[config.mk]
export PLATFORM = sky130hd
export DESIGN_NAME = irq_controller
export DESIGN_NICKNAME = d
export VERILOG_FILES = /design/src/rtl/irq_controller_pkg.sv /design/src/rtl/irq_controller_sync.sv /design/src/rtl/irq_controller.sv
export SDC_FILE = /design/constraint.sdc
export NUM_CORES = 1
export LEC_CHECK = 0
export ABC_AREA = 1
export CORE_ASPECT_RATIO = 1.25
export CORE_MARGIN = 2
export CORE_UTILIZATION = 31
export CTS_BUF_LIST = sky130_fd_sc_hd__clkbuf_8
export DETAILED_ROUTE_END_ITERATION = 8
export PLACE_DENSITY = 0.87
export SYNTH_ARGS = -nofsm -noshare
export SYNTH_HDL_FRONTEND = slang
export SYNTH_HIERARCHICAL = 1
export SYNTH_SLANG_ARGS = --single-unit
[constraint.sdc]
create_clock -name clk_i -period 1.26 [get_ports clk_i]
set_clock_uncertainty 0.1 [all_clocks]
set_input_delay 0.252 -clock clk_i [delete_from_list [all_inputs] [get_ports clk_i]]
set_output_delay 0.252 -clock clk_i [all_outputs]
set_load 0.02 [all_outputs]
[src/rtl/irq_controller_pkg.sv]
// Shared constants, state encodings and helpers for the machine-level interrupt controller.
package irq_controller_pkg;

   localparam logic [3:0]  RV_IRQ_CODE_MEI   = 4'd11;
   localparam logic [3:0]  RV_IRQ_CODE_MSI   = 4'd3;
   localparam logic [3:0]  RV_IRQ_CODE_MTI   = 4'd7;
   localparam logic [31:0] RV_MIE_LEGAL_MASK = 32'h0000_0888;
   localparam logic [11:0] RV_CSR_ADDR_MIE   = 12'h304;
   localparam logic [11:0] RV_CSR_ADDR_MIP   = 12'h344;
   localparam logic [1:0]  RV_PRIV_M         = 2'b11;

   typedef enum logic [1:0] {
      CSR_WR_NONE  = 2'b00,
      CSR_WR_WRITE = 2'b01,
      CSR_WR_SET   = 2'b10,
      CSR_WR_CLEAR = 2'b11
   } csr_wr_mode_e;

   typedef enum logic [1:0] {
      IRQ_IDLE = 2'b00,
      IRQ_REQ  = 2'b01,
      IRQ_HOLD = 2'b10
   } irq_state_e;

   // Caller guarantees at least one source is pending; MTI is the fallback.
   function automatic logic [3:0] irq_winner(input logic mei, input logic msi);
      if (mei)
         return RV_IRQ_CODE_MEI;
      else if (msi)
         return RV_IRQ_CODE_MSI;
      else
         return RV_IRQ_CODE_MTI;
   endfunction

   function automatic logic [31:0] irq_cause(input logic [3:0] code);
      return {1'b1, 27'b0, code};
   endfunction

endpackage

[src/rtl/irq_controller_sync.sv]
// Clock-enabled flop chain bringing one asynchronous interrupt level into clk_i.
module irq_sync #(
   parameter int unsigned SYNC_STAGES = 2
) (
   input  logic clk_i,
   input  logic resetb_i,
   input  logic clk_en_i,
   input  logic async_i,
   output logic sync_o
);

   logic [SYNC_STAGES-1:0] chain_q;

   always_ff @(posedge clk_i) begin
      if (!resetb_i)
         chain_q <= '0;
      else if (clk_en_i)
         chain_q <= {chain_q[SYNC_STAGES-2:0], async_i};
   end

   assign sync_o = chain_q[SYNC_STAGES-1];

endmodule

[src/rtl/irq_controller.sv]
// Machine interrupt controller: owns mie/mip, synchronises irq lines and raises a
// prioritised cause to the execute stage over a req/ack handshake with post-ack holdoff.
module irq_controller
   import irq_controller_pkg::*;
#(
   parameter int unsigned SYNC_STAGES    = 2,
   parameter int unsigned HOLDOFF_CYCLES = 2
) (
   input  logic        clk_i,
   input  logic        resetb_i,
   input  logic        clk_en_i,
   input  logic        exs_en_i,
   input  logic        ext_irq_i,
   input  logic        timer_irq_i,
   input  logic        soft_irq_i,
   input  logic [1:0]  mode_i,
   input  logic        mstatus_mie_i,
   input  logic [11:0] addr_i,
   input  logic        rd_i,
   output logic        hit_o,
   output logic [31:0] rd_data_o,
   input  logic        wr_i,
   input  logic [1:0]  wr_mode_i,
   input  logic [11:0] wr_addr_i,
   input  logic [31:0] wr_data_i,
   output logic        irq_req_o,
   output logic [31:0] irq_cause_o,
   input  logic        irq_ack_i
);

   localparam logic [2:0] HOLD_LOAD = 3'(HOLDOFF_CYCLES);

   logic        meip, mtip, msip;
   logic [31:0] mie_q, mie_nxt;
   logic [31:0] mip, pend, rd_mux;
   logic        gen;
   irq_state_e  state_q, state_nxt;
   logic        req_nxt;
   logic [31:0] cause_nxt;
   logic [2:0]  hold_q, hold_nxt;

   irq_sync #(.SYNC_STAGES(SYNC_STAGES)) u_sync_ext (
      .clk_i    (clk_i),
      .resetb_i (resetb_i),
      .clk_en_i (clk_en_i),
      .async_i  (ext_irq_i),
      .sync_o   (meip)
   );

   irq_sync #(.SYNC_STAGES(SYNC_STAGES)) u_sync_timer (
      .clk_i    (clk_i),
      .resetb_i (resetb_i),
      .clk_en_i (clk_en_i),
      .async_i  (timer_irq_i),
      .sync_o   (mtip)
   );

   irq_sync #(.SYNC_STAGES(SYNC_STAGES)) u_sync_soft (
      .clk_i    (clk_i),
      .resetb_i (resetb_i),
      .clk_en_i (clk_en_i),
      .async_i  (soft_irq_i),
      .sync_o   (msip)
   );

   always_comb begin
      mip     = '0;
      mip[11] = meip;
      mip[7]  = mtip;
      mip[3]  = msip;
   end

   assign gen  = (mode_i != RV_PRIV_M) | mstatus_mie_i;
   assign pend = mip & mie_q & {32{gen}};

   always_comb begin
      mie_nxt = mie_q;
      if (exs_en_i && wr_i && (wr_addr_i == RV_CSR_ADDR_MIE)) begin
         case (csr_wr_mode_e'(wr_mode_i))
            CSR_WR_WRITE: mie_nxt = wr_data_i & RV_MIE_LEGAL_MASK;
            CSR_WR_SET:   mie_nxt = (mie_q | wr_data_i) & RV_MIE_LEGAL_MASK;
            CSR_WR_CLEAR: mie_nxt = mie_q & ~wr_data_i & RV_MIE_LEGAL_MASK;
            default:      mie_nxt = mie_q;
         endcase
      end
   end

   always_comb begin
      rd_mux = '0;
      if (addr_i == RV_CSR_ADDR_MIE)
         rd_mux = mie_q;
      else if (addr_i == RV_CSR_ADDR_MIP)
         rd_mux = mip;
   end

   always_comb begin
      state_nxt = state_q;
      req_nxt   = irq_req_o;
      cause_nxt = irq_cause_o;
      hold_nxt  = hold_q;
      case (state_q)
         IRQ_IDLE: begin
            if (|pend) begin
               state_nxt = IRQ_REQ;
               req_nxt   = 1'b1;
               cause_nxt = irq_cause(irq_winner(pend[11], pend[3]));
            end
         end
         IRQ_REQ: begin
            // Cause code equals its mip/mie bit index, so it selects the latched source directly.
            if (irq_ack_i) begin
               state_nxt = IRQ_HOLD;
               req_nxt   = 1'b0;
               hold_nxt  = HOLD_LOAD;
            end else if (!pend[irq_cause_o[3:0]]) begin
               state_nxt = IRQ_IDLE;
               req_nxt   = 1'b0;
            end
         end
         IRQ_HOLD: begin
            req_nxt  = 1'b0;
            hold_nxt = hold_q - 3'd1;
            if (hold_q <= 3'd1) begin
               state_nxt = IRQ_IDLE;
               hold_nxt  = '0;
            end
         end
         default: begin
            state_nxt = IRQ_IDLE;
            req_nxt   = 1'b0;
            hold_nxt  = '0;
         end
      endcase
   end

   always_ff @(posedge clk_i) begin
      if (!resetb_i) begin
         mie_q       <= '0;
         state_q     <= IRQ_IDLE;
         irq_req_o   <= 1'b0;
         irq_cause_o <= '0;
         hold_q      <= '0;
         hit_o       <= 1'b0;
         rd_data_o   <= '0;
      end else if (clk_en_i) begin
         mie_q       <= mie_nxt;
         state_q     <= state_nxt;
         irq_req_o   <= req_nxt;
         irq_cause_o <= cause_nxt;
         hold_q      <= hold_nxt;
         if (exs_en_i && rd_i) begin
            hit_o     <= (addr_i == RV_CSR_ADDR_MIE) || (addr_i == RV_CSR_ADDR_MIP);
            rd_data_o <= rd_mux;
         end
      end
   end

endmodule

==> results.md, run 1 <==
* Die area at 0.006361 sq mm
* Mapped cell area at ~0.0018 sq mm
* Number of synthesized flops with an enable pin at 0
* PortBufs at between 50 and 60
* RD Place Congestion at between 0.8 and 0.9
* Synth Instances at ~260
* Final setup margin at -0.2466 ns
* Critical setup path kind: register to register
* CP Capture Type: register
* Main area contributors after synthesis: dfxtp_1 25%, buf_4 24%, nand2_1 7.8%
* Worst-Skew Late Latency at between 0.2 and 0.3 ns
* Global-route wire length before repair at roughly 6.3 mm
* Leakage at between 1 and 1.5 nW
* Worst hold path class: input pin to register
* Nets at between 400 and 500
* Die W at roughly 72 um
* Largest net degree at the start of global routing at 14
* WHS Path Cells at 3
* Final Instance Area at between 0.002 and 0.0025 sq mm
* Asr flop ratio synth at 0%
* Initial Util at between 30 and 40%
* Final hold viol count at 0
* Layout cells sized above 1 at between 20% and 30%
* Total Wirelength at slightly above 4 mm
* Final Cycle Share at 119.6%
* Clock root cell: clkbuf_8
* Final Max Tran Viols at 0
* Fin Setup TNS at -0.9556 ns
* PwrDens at 755.9 mW/mm^2
* Pre-antenna DRT Iters at 4
* CP max FO at 5
* Endpoints failing setup at 6
* #FFs+latches synth at 22
* Critical path required time at between 1 and 1.5 ns
* Post-DP Area at around 0.0024 sq mm
* Synth area leader: dfxtp_1
* Yosys Warn Count at 6
* Die Height at between 80 and 90 um
* Mean Syn Cell Area at 6.891 sq um
* DP HPWL at 3.346 mm
* Vias per cell at approximately 4.3
* H-tree depth at 1
* Area of the core at ~0.0055 sq mm
* Diode count at 0
* Synth cell types at 28
* Tot GR Track Use at between 10% and 20%
* Overflow after GRT at 0
* # fillers at 570
* R2r worst-path depth at 10
* # DRC at 0
* I/O pin count at around 140
* Status: finished with violations
* Failing checks: setup timing
* DRC violation total after the first TritonRoute iteration at between 50 and 60
* Number of cell rows at 30
* Register area share after synthesis at 24.77%
* Max IR drop VDD at 0.3128 mV
* Area growth, synth to finish at 38.35%
* Vias in the first global route at about 1,500
* Ys flop type: dfxtp_1
* Max-cap violations at 0
* Average wire per standard cell at between 10 and 15 um
* CTS sink cnt at 22
* Startpoint Class: register
* Detail Route Antenna Nets at 0
* DR vias at ~1,700
* Fin crit period at 1.507 ns
* Clock slew at reported path FFs at ~0.090 ns
* RSZ-0062 raised after global routing: true
* Clock Tree Buf Depth at 2
* TritonCTS clock tree: built
* Arrival time at the worst endpoint at between 1.5 and 2 ns
* Place WS at -0.4942 ns
* Antenna violations before repair at 0
* Share of the synthesized area in the top cell type at approximately 25%
* Number of CTS-inserted buffers at 3
* Max Clock Freq at around 660 MHz
* Hold WS at about 0.22 ns
-- cell families (layout without fill, tap and decap cells) --
logic type,count (synthesis),count (layout),synth area share [%]
AOI/OAI and AO/OA,25,25,9.501
buffers and inverters,94,119,32.30
and+or+nand+nor,111,111,29.70
adders and majority gates,5,5,3.519
DFF,22,22,24.77
other,1,56,0.2109
-- final cells by class --
type                       instances  area, sq um  area share, %
inverter                          35        138.9          5.646
tap                               64        80.08          3.255
timing repair buffer              80        678.2          27.57
sequential                        22        446.7          18.16
multi-input combinational        197         1061          43.13
clock buffer                       4        55.05          2.238
-- placed cells by master (no fill, tap or decap), types with 8 or more instances in the layout --
cell / n
inv_1: 25
dlygate4sd2_1: 21
nor2_1: 24
nand2_1: 35
dfxtp_1: 17
clkdlybuf4s50_1: 12
nand3_1: 14
nand4_1: 9
nor2_2: 8
buf_4: 29
conb_1: 56
-- registers in the layout, summed over array words and instances, names as in the netlist --
register	cells
state_q	2
mie_q	3
irq_req_o	1
u_sync_soft/chain_q	2
hold_q	3
u_sync_timer/chain_q	2
hit_o	1
irq_cause_o	3
rd_data_o	3
u_sync_ext/chain_q	2
-- cell usage after synthesis, types with 4 or more instances --
cell	instances
a21oi_1	6
buf_4	58
dfxtp_1	22
ha_1	5
inv_1	28
nand2_1	37
nand2_2	4
nand3_1	17
nand3_2	4
nand4_1	9
nor2_1	30
nor2_2	4
o211ai_1	6
o21ai_0	6
-- critical path, stage by stage (launching register included) --
cell     delay (ns)
dfxtp_2        0.34
inv_2          0.07
ha_4           0.14
inv_4          0.04
nor2_4         0.11
nand2_2        0.07
a21oi_2        0.12
nand3_2        0.14
nand3_2        0.11
and2_4         0.15
nor2_2         0.04
-- where the power goes --
part | total (mW) | switching, mW | internal (mW) | leakage, nW
Sequential | 0.743 | 0.0174 | 0.726 | 0.182
Combinational | 0.583 | 0.354 | 0.229 | 1.05
Clock | 0.533 | 0.254 | 0.280 | 0.0288
Total | 1.86 | 0.625 | 1.23 | 1.26
-- metrics by stage --
stage / instances / power (mW) / util, %
2_1_floorplan: 313 / 1.212 / -
3_3_place_gp: 396 / 1.310 / 42.97
3_5_place_dp: 396 / 1.321 / 42.97
4_1_cts: 402 / 1.843 / 44.36
5_1_grt: 402 / 1.940 / 44.89
6_report: 402 / 1.859 / 44.89
-- path summary, 6_finish.rpt --
| kind | from | end | slack (ns) |
|---|---|---|---|
| min reg2reg | u_sync_timer/chain_q[0] | u_sync_timer/chain_q[0] | 0.39 |
| max | state_q[1] | state_q[1] | -0.25 |
| min | clk_en_i | u_sync_timer/chain_q[0] | 0.22 |
| max reg2reg | state_q[1] | state_q[1] | -0.25 |
-- routing by layer --
layer | wire (um) | global-route usage, %
met5 | 0 | 0
met4 | 57 | 5.146
met3 | 244 | 2.278
met2 | 2181 | 23.15
met1 | 1660 | 14.10
-- repair_timing --
item,CTS,global route
hold buffers,0,0
buffers inserted,2,0
pin swaps,33,12
resized for setup,73,22
setup endpoints to repair,26,18
No activity file was read; power rests on OpenSTA's default activity.
==> run 2: changes to the inputs <==
--- a/config.mk
+++ b/config.mk
@@ -8,10 +8,10 @@
 export ABC_AREA = 1
 export CORE_ASPECT_RATIO = 1.25
 export CORE_MARGIN = 2
-export CORE_UTILIZATION = 31
+export CORE_UTILIZATION = 37
 export CTS_BUF_LIST = sky130_fd_sc_hd__clkbuf_8
 export DETAILED_ROUTE_END_ITERATION = 8
-export PLACE_DENSITY = 0.87
+export PLACE_DENSITY = 0.95
 export SYNTH_ARGS = -nofsm -noshare
 export SYNTH_HDL_FRONTEND = slang
 export SYNTH_HIERARCHICAL = 1
==> constraint.sdc (replaced) <==
create_clock -name clk_i -period 1.8 [get_ports clk_i]
set_clock_uncertainty 0.1 [all_clocks]
set_input_delay 0.36 -clock clk_i [delete_from_list [all_inputs] [get_ports clk_i]]
set_output_delay 0.36 -clock clk_i [all_outputs]
set_load 0.02 [all_outputs]
==> results.md, run 2 (synthesis gave the netlist of run 1 again) <==
* Non-filler cells, final at 373 (-7.2%)
* DRC violation total after the first TritonRoute iteration at 27 (-53%)
* Final Cycle Share at 93.05%
* Status: complete, no violations
* Largest net degree at the start of global routing at 15 (+1)
* DP HPWL at 2.961 mm (-12%)
* Area growth, synth to finish at 26.18%
* R2r worst-path depth at 10 (unchanged)
* Pint at 944.1 uW (-24%)
* Max Clock Freq at between 500 and 600 MHz
* Crit path buf inv count at 1 (-1)
* Clock root cell: clkbuf_8
* CP cell instances: clkdlybuf4s50_1
* Endpoints failing setup at 0 (-6)
* Most common cell after layout, fill and taps aside: conb_1
* Final core occ at 47.79% (+2.9 points)
* Net Sw Power at 399.8 uW (-36%)
* Total power at 1.344 mW (-28%)
* Clock slew at reported path FFs at 0.08 ns (about the same)
* Number of cell rows at 28 (-6.7%)
* Startpoint Class: register
* CP top delay family: buffers and inverters
* CP max-delay cell: clkdlybuf4s50_1
* Final setup margin at 0.1250 ns (+0.3716 ns)
* Layout cells sized above 1 at 9.904% (-17 points)
* CP max FO at 2 (-3)
* Fin crit period at around 1.7 ns
* Clk network pwr share at 34.5% (+5.8 points)
* R2R Path Start: state_q[1]
* Max IR drop VDD at 0.5199 mV (+66%)
* Vias in the first global route at 1,503 (+0.54%)
* Placed insts at 369 (-6.8%)
* Pre-antenna DRT Iters at 4 (unchanged)
* H-tree depth at 1 (unchanged)
* Average wire per standard cell at 9.906 um (-3.9%)
* Final Max Tran Viols at 0 (unchanged)
* TritonCTS clock tree: built
* Leakage at 1.127 nW (-10%)
* Area of the core at 0.004695 sq mm (-14%)
* # DRC at 0 (unchanged)
* Reg power frac at 38.6% (-1.4 points)
* Critical setup path kind: register to output port
* Switching share of power at 29.75% (-3.9 points)
* PwrDens at 599.0 mW/mm^2 (-21%)
* Antenna violations before repair at 0 (unchanged)
* Die area at 0.005379 sq mm (-15%)
* Total Wirelength at 3.695 mm (-11%)
* Place WS at -0.01035 ns (+0.4839 ns)
* Die W at 66 um (-8.0%)
* RSZ-0062 raised after global routing: false
* Worst-Skew Late Latency at 0.27 ns (about the same)
* Reg2reg setup slack at 0.29 ns (+0.54 ns)
* Most frequent cells in the layout: 56 x conb_1, 46 x clkdlybuf4s50_1, 37 x nand2_1, 30 x nor2_1, 28 x inv_1
* Arrival time at the worst endpoint at 1.21 ns (-0.38 ns)
* Initial Util at 37.87% (+5.4 points)
* Final hold viol count at 0 (unchanged)
* CTS sink cnt at 22 (unchanged)
* Overflow after GRT at 0 (unchanged)
* RD Place Congestion at 0.8023 (-4.5%)
* WHS Path Cells at 2 (-1)
* DR vias at 1,607 (-6.0%)
* Hold endpoint: u_sync_ext/chain_q[0]
* Tot GR Track Use at 14.41% (+1.9 points)
* Diode count at 0 (unchanged)
* PortBufs at 51 (unchanged)
* Number of CTS-inserted buffers at 3 (unchanged)
* Global-route wire length before repair at 6.203 mm (-2.1%)
* Comb pwr share at 26.9% (-4.5 points)
* Reg-to-Reg End: state_q[1]
* Hold path startpoint: u_sync_ext/chain_q[0]
* Detail Route Antenna Nets at 0 (unchanged)
* CP Capture Type: output port
* Hold WS at 0.3893 ns (+0.1694 ns)
* Critical path required time at 1.34 ns (about the same)
* Hold-fix buffers at CTS at 0 (unchanged)
* Worst hold path class: register to register
* Nets at 390 (-6.0%)
* Clock Tree Buf Depth at 2 (unchanged)
* Vias per cell at 4.308 (+1.3%)
* Max-cap violations at 0 (unchanged)
* Largest stage delay on the critical path at 0.61 ns (+0.27 ns)
* Die Height at 81.50 um (-8.1%)
* I/O pin count at 137 (unchanged)
-- run 2: metrics by stage --
step | setup TNS [ns] | area (sq um)
2_1_floorplan | 0 | 1984
6_report | 0 | 2243
3_5_place_dp | -0.02589 | 2160
3_3_place_gp | 0 | 2160
4_1_cts | 0 | 2231
5_1_grt | 0 | 2243
-- run 2: how the worst max path moves through the flow --
stage                              start             end  depth (start not counted)
after floorplan               state_q[1]      state_q[1]                         10
after global placement          clk_en_i       irq_req_o                          6
after detailed placement   mstatus_mie_i      state_q[1]                          9
after CTS                 irq_cause_o[2]  irq_cause_o[2]                          1
after global routing           irq_req_o       irq_req_o                          1
final                      rd_data_o[11]   rd_data_o[11]                          1
-- run 2: power groups by stage --
stage                     logic [mW]  registers, mW  clock network, mW
after floorplan                0.309          0.532                  0
final                          0.361          0.519              0.464
after CTS                      0.360          0.518              0.468
after global routing           0.402          0.521              0.486
after global placement         0.350          0.529                  0
after detailed placement       0.356          0.530                  0
-- run 2: what timing repair did --
item,CTS,global route
endpoints found under the setup margin,0,5
endpoints found under the hold margin,0,0
buffers inserted,0,0
gates resized for setup,0,5
-- run 2: area by class of cell --
cell class	instances	area, sq um
inverters	35	133.9
flip-flops and latches	22	440.4
repair buffers	55	553.0
fillers	452	2451
clock inverters	1	30.03
well taps	60	75.07
multi-input cells	197	969.7
clock buffers	3	41.29
-- run 2: routing by layer --
layer  vias up  track usage, %  share of wire, %
met5         -               0                 0
met4         0           8.980               3.3
met3        14           3.151               7.4
met2        75           26.36                51
met1       696           14.77                39
li1        822               -                 -
==> run 3: changes to the inputs <==
--- a/config.mk
+++ b/config.mk
@@ -7,7 +7,7 @@
 export LEC_CHECK = 0
 export ABC_AREA = 1
 export CORE_ASPECT_RATIO = 1.25
-export CORE_MARGIN = 2
+export CORE_MARGIN = 1
 export CORE_UTILIZATION = 37
 export CTS_BUF_LIST = sky130_fd_sc_hd__clkbuf_8
 export DETAILED_ROUTE_END_ITERATION = 8
==> constraint.sdc (replaced) <==
create_clock -name clk_i -period 1.8 [get_ports clk_i]
set_clock_uncertainty 0.1 [all_clocks]
set_input_delay 0.45 -clock clk_i [delete_from_list [all_inputs] [get_ports clk_i]]
set_output_delay 0.45 -clock clk_i [all_outputs]
set_load 0.02 [all_outputs]
==> results.md, run 3 (synthesis gave the netlist of run 1 again) <==
* Initial Util at 39.57% (+1.7 points)
* TritonCTS clock tree: built
* Global-route wire length before repair at 5.851 mm (-5.7%)
* Endpoints failing setup at 0 (unchanged)
* Average wire per standard cell at 9.783 um (-1.2%)
* RD Place Congestion at 0.8646 (+7.8%)
* I/O pin count at 137 (unchanged)
* Post-CTS Setup Bufs at 0 (unchanged)
* Largest net degree at the start of global routing at 15 (unchanged)
* Final setup margin at 0.04426 ns (-0.08078 ns)
* Nets at 393 (+0.77%)
* Pre-antenna DRT Iters at 4 (unchanged)
* Top layer in use: met4
* PwrDens at 551.7 mW/mm^2 (-7.9%)
* Leakage at 1.101 nW (-2.3%)
* Total power at 1.232 mW (-8.3%)
* Pint at 845.2 uW (-10%)
* Critical setup path kind: register to output port
* Overflow after GRT at 0 (unchanged)
* Post-DP Area at 0.002180 sq mm (+0.93%)
* Clock Tree Buf Depth at 2 (unchanged)
* Met2 WL at 1.971 mm (+5.2%)
* Max Clock Freq at 569.6 MHz (-4.6%)
* Worst path depth at 1 (unchanged)
* Layout cells sized above 1 at 10.76% (+0.86 points)
* Arrival time at the worst endpoint at 1.21 ns (about the same)
* Clk network pwr share at 28.1% (-6.4 points)
* CP top delay family: buffers and inverters
* Metal3 WL at 203 um (-26%)
* PortBufs at 51 (unchanged)
* Detail Route Antenna Nets at 0 (unchanged)
* Area of the core at 0.004493 sq mm (-4.3%)
* Startpoint Class: register
* Tot GR Track Use at 14.24% (-0.17 points)
* Total Wirelength at 3.659 mm (-0.97%)
* Final hold viol count at 0 (unchanged)
* Max IR drop VDD at 0.4152 mV (-20%)
* Most common cell after layout, fill and taps aside: conb_1
* Switching share of power at 31.41% (+1.7 points)
* Clock slew at reported path FFs at 0.08 ns (about the same)
* DR vias at 1,618 (+0.68%)
* Hold WS at 0.3800 ns (-0.009284 ns)
* Diode count at 0 (unchanged)
* DP HPWL at 3.046 mm (+2.9%)
* Final Max Tran Viols at 0 (unchanged)
* Place WS at -0.1403 ns (-0.1300 ns)
* Worst hold path class: register to register
* Comb pwr share at 29.9% (+3.0 points)
* Crit path buf inv count at 1 (unchanged)
* CP cell instances: clkdlybuf4s50_1
* Number of CTS-inserted buffers at 3 (unchanged)
* Fin crit period at 1.756 ns (+0.08078 ns)
* Vias per cell at 4.326 (+0.42%)
* CTS sink cnt at 22 (unchanged)
* Die area at 0.005088 sq mm (-5.4%)
* # DRC at 0 (unchanged)
* DRC violation total after the first TritonRoute iteration at 44 (+63%)
* CP Capture Type: output port
* CP max FO at 2 (unchanged)
* Clock root cell: clkbuf_8
* Most frequent cells in the layout: 56 x conb_1, 44 x clkdlybuf4s50_1, 37 x nand2_1, 30 x nor2_1, 28 x inv_1
* Number of cell rows at 27 (-3.6%)
* Net Sw Power at 387.0 uW (-3.2%)
* Area growth, synth to finish at 25.62%
* Largest stage delay on the critical path at 0.60 ns (about the same)
* H-tree depth at 1 (unchanged)
* Final Cycle Share at 97.54% (+4.5 points)
* Reg power frac at 42.0% (+3.4 points)
* Final core occ at 49.71% (+1.9 points)
* Worst-Skew Late Latency at 0.26 ns (about the same)
* CP max-delay cell: clkdlybuf4s50_1
* M1 WL at 1.463 mm (+2.5%)
* Antenna violations before repair at 0 (unchanged)
* Status: complete, no violations
* Max-cap violations at 0 (unchanged)
* Vias in the first global route at 1,457 (-3.1%)
* Critical path required time at 1.25 ns (-0.09 ns)
* Die Height at 79.50 um (-2.5%)
* Final Instance Area at 0.002233 sq mm (-0.45%)
* R2r worst-path depth at 10 (unchanged)
* RSZ-0062 raised after global routing: false
* WHS Path Cells at 2 (unchanged)
* Die W at 64 um (-3.0%)
## run 3: area by class of cell
type                       count  area, sq um
fill                         444         2260
tap                           58        72.57
sequential                    22        440.4
clock buffer                   4        55.05
timing repair buffer          58        561.8
inverter                      35        133.9
multi-input combinational    197        969.7
## run 3: timing repair
action                                  CTS  global route
hold buffers                              0             0
endpoints found under the setup margin    5             2
gates resized for setup                   5             2
## run 3: power groups by stage
stage	Combinational [mW]	Clock, mW	Sequential [mW]
2_1_floorplan	0.309	0	0.532
3_3_place_gp	0.355	0	0.529
3_5_place_dp	0.364	0	0.529
4_1_cts	0.366	0.361	0.518
5_1_grt	0.403	0.378	0.520
6_report	0.368	0.347	0.518
## run 3: path summary, 6_finish.rpt
kind                              startpoint           end  slack [ns]
worst min-delay path               hold_q[1]     hold_q[1]        0.38
worst max-delay path            rd_data_o[7]  rd_data_o[7]        0.04
worst min register to register     hold_q[1]     hold_q[1]        0.38
worst max register to register    state_q[1]    state_q[1]        0.27
## run 3: through the flow
step,setup TNS [ns],cells
after CTS,0,374
after floorplan,0,313
after global placement,-0.7346,370
after detailed placement,-1.323,370
final,0,374
after global routing,0,374
## run 3: metal layers
| metal | global-route usage, % | vias to the layer above |
|---|---|---|
| li1 | - | 824 |
| met1 | 14.48 | 732 |
| met2 | 28.40 | 60 |
| met3 | 2.286 | 2 |
| met4 | 5.227 | 0 |
| met5 | 0 | - |
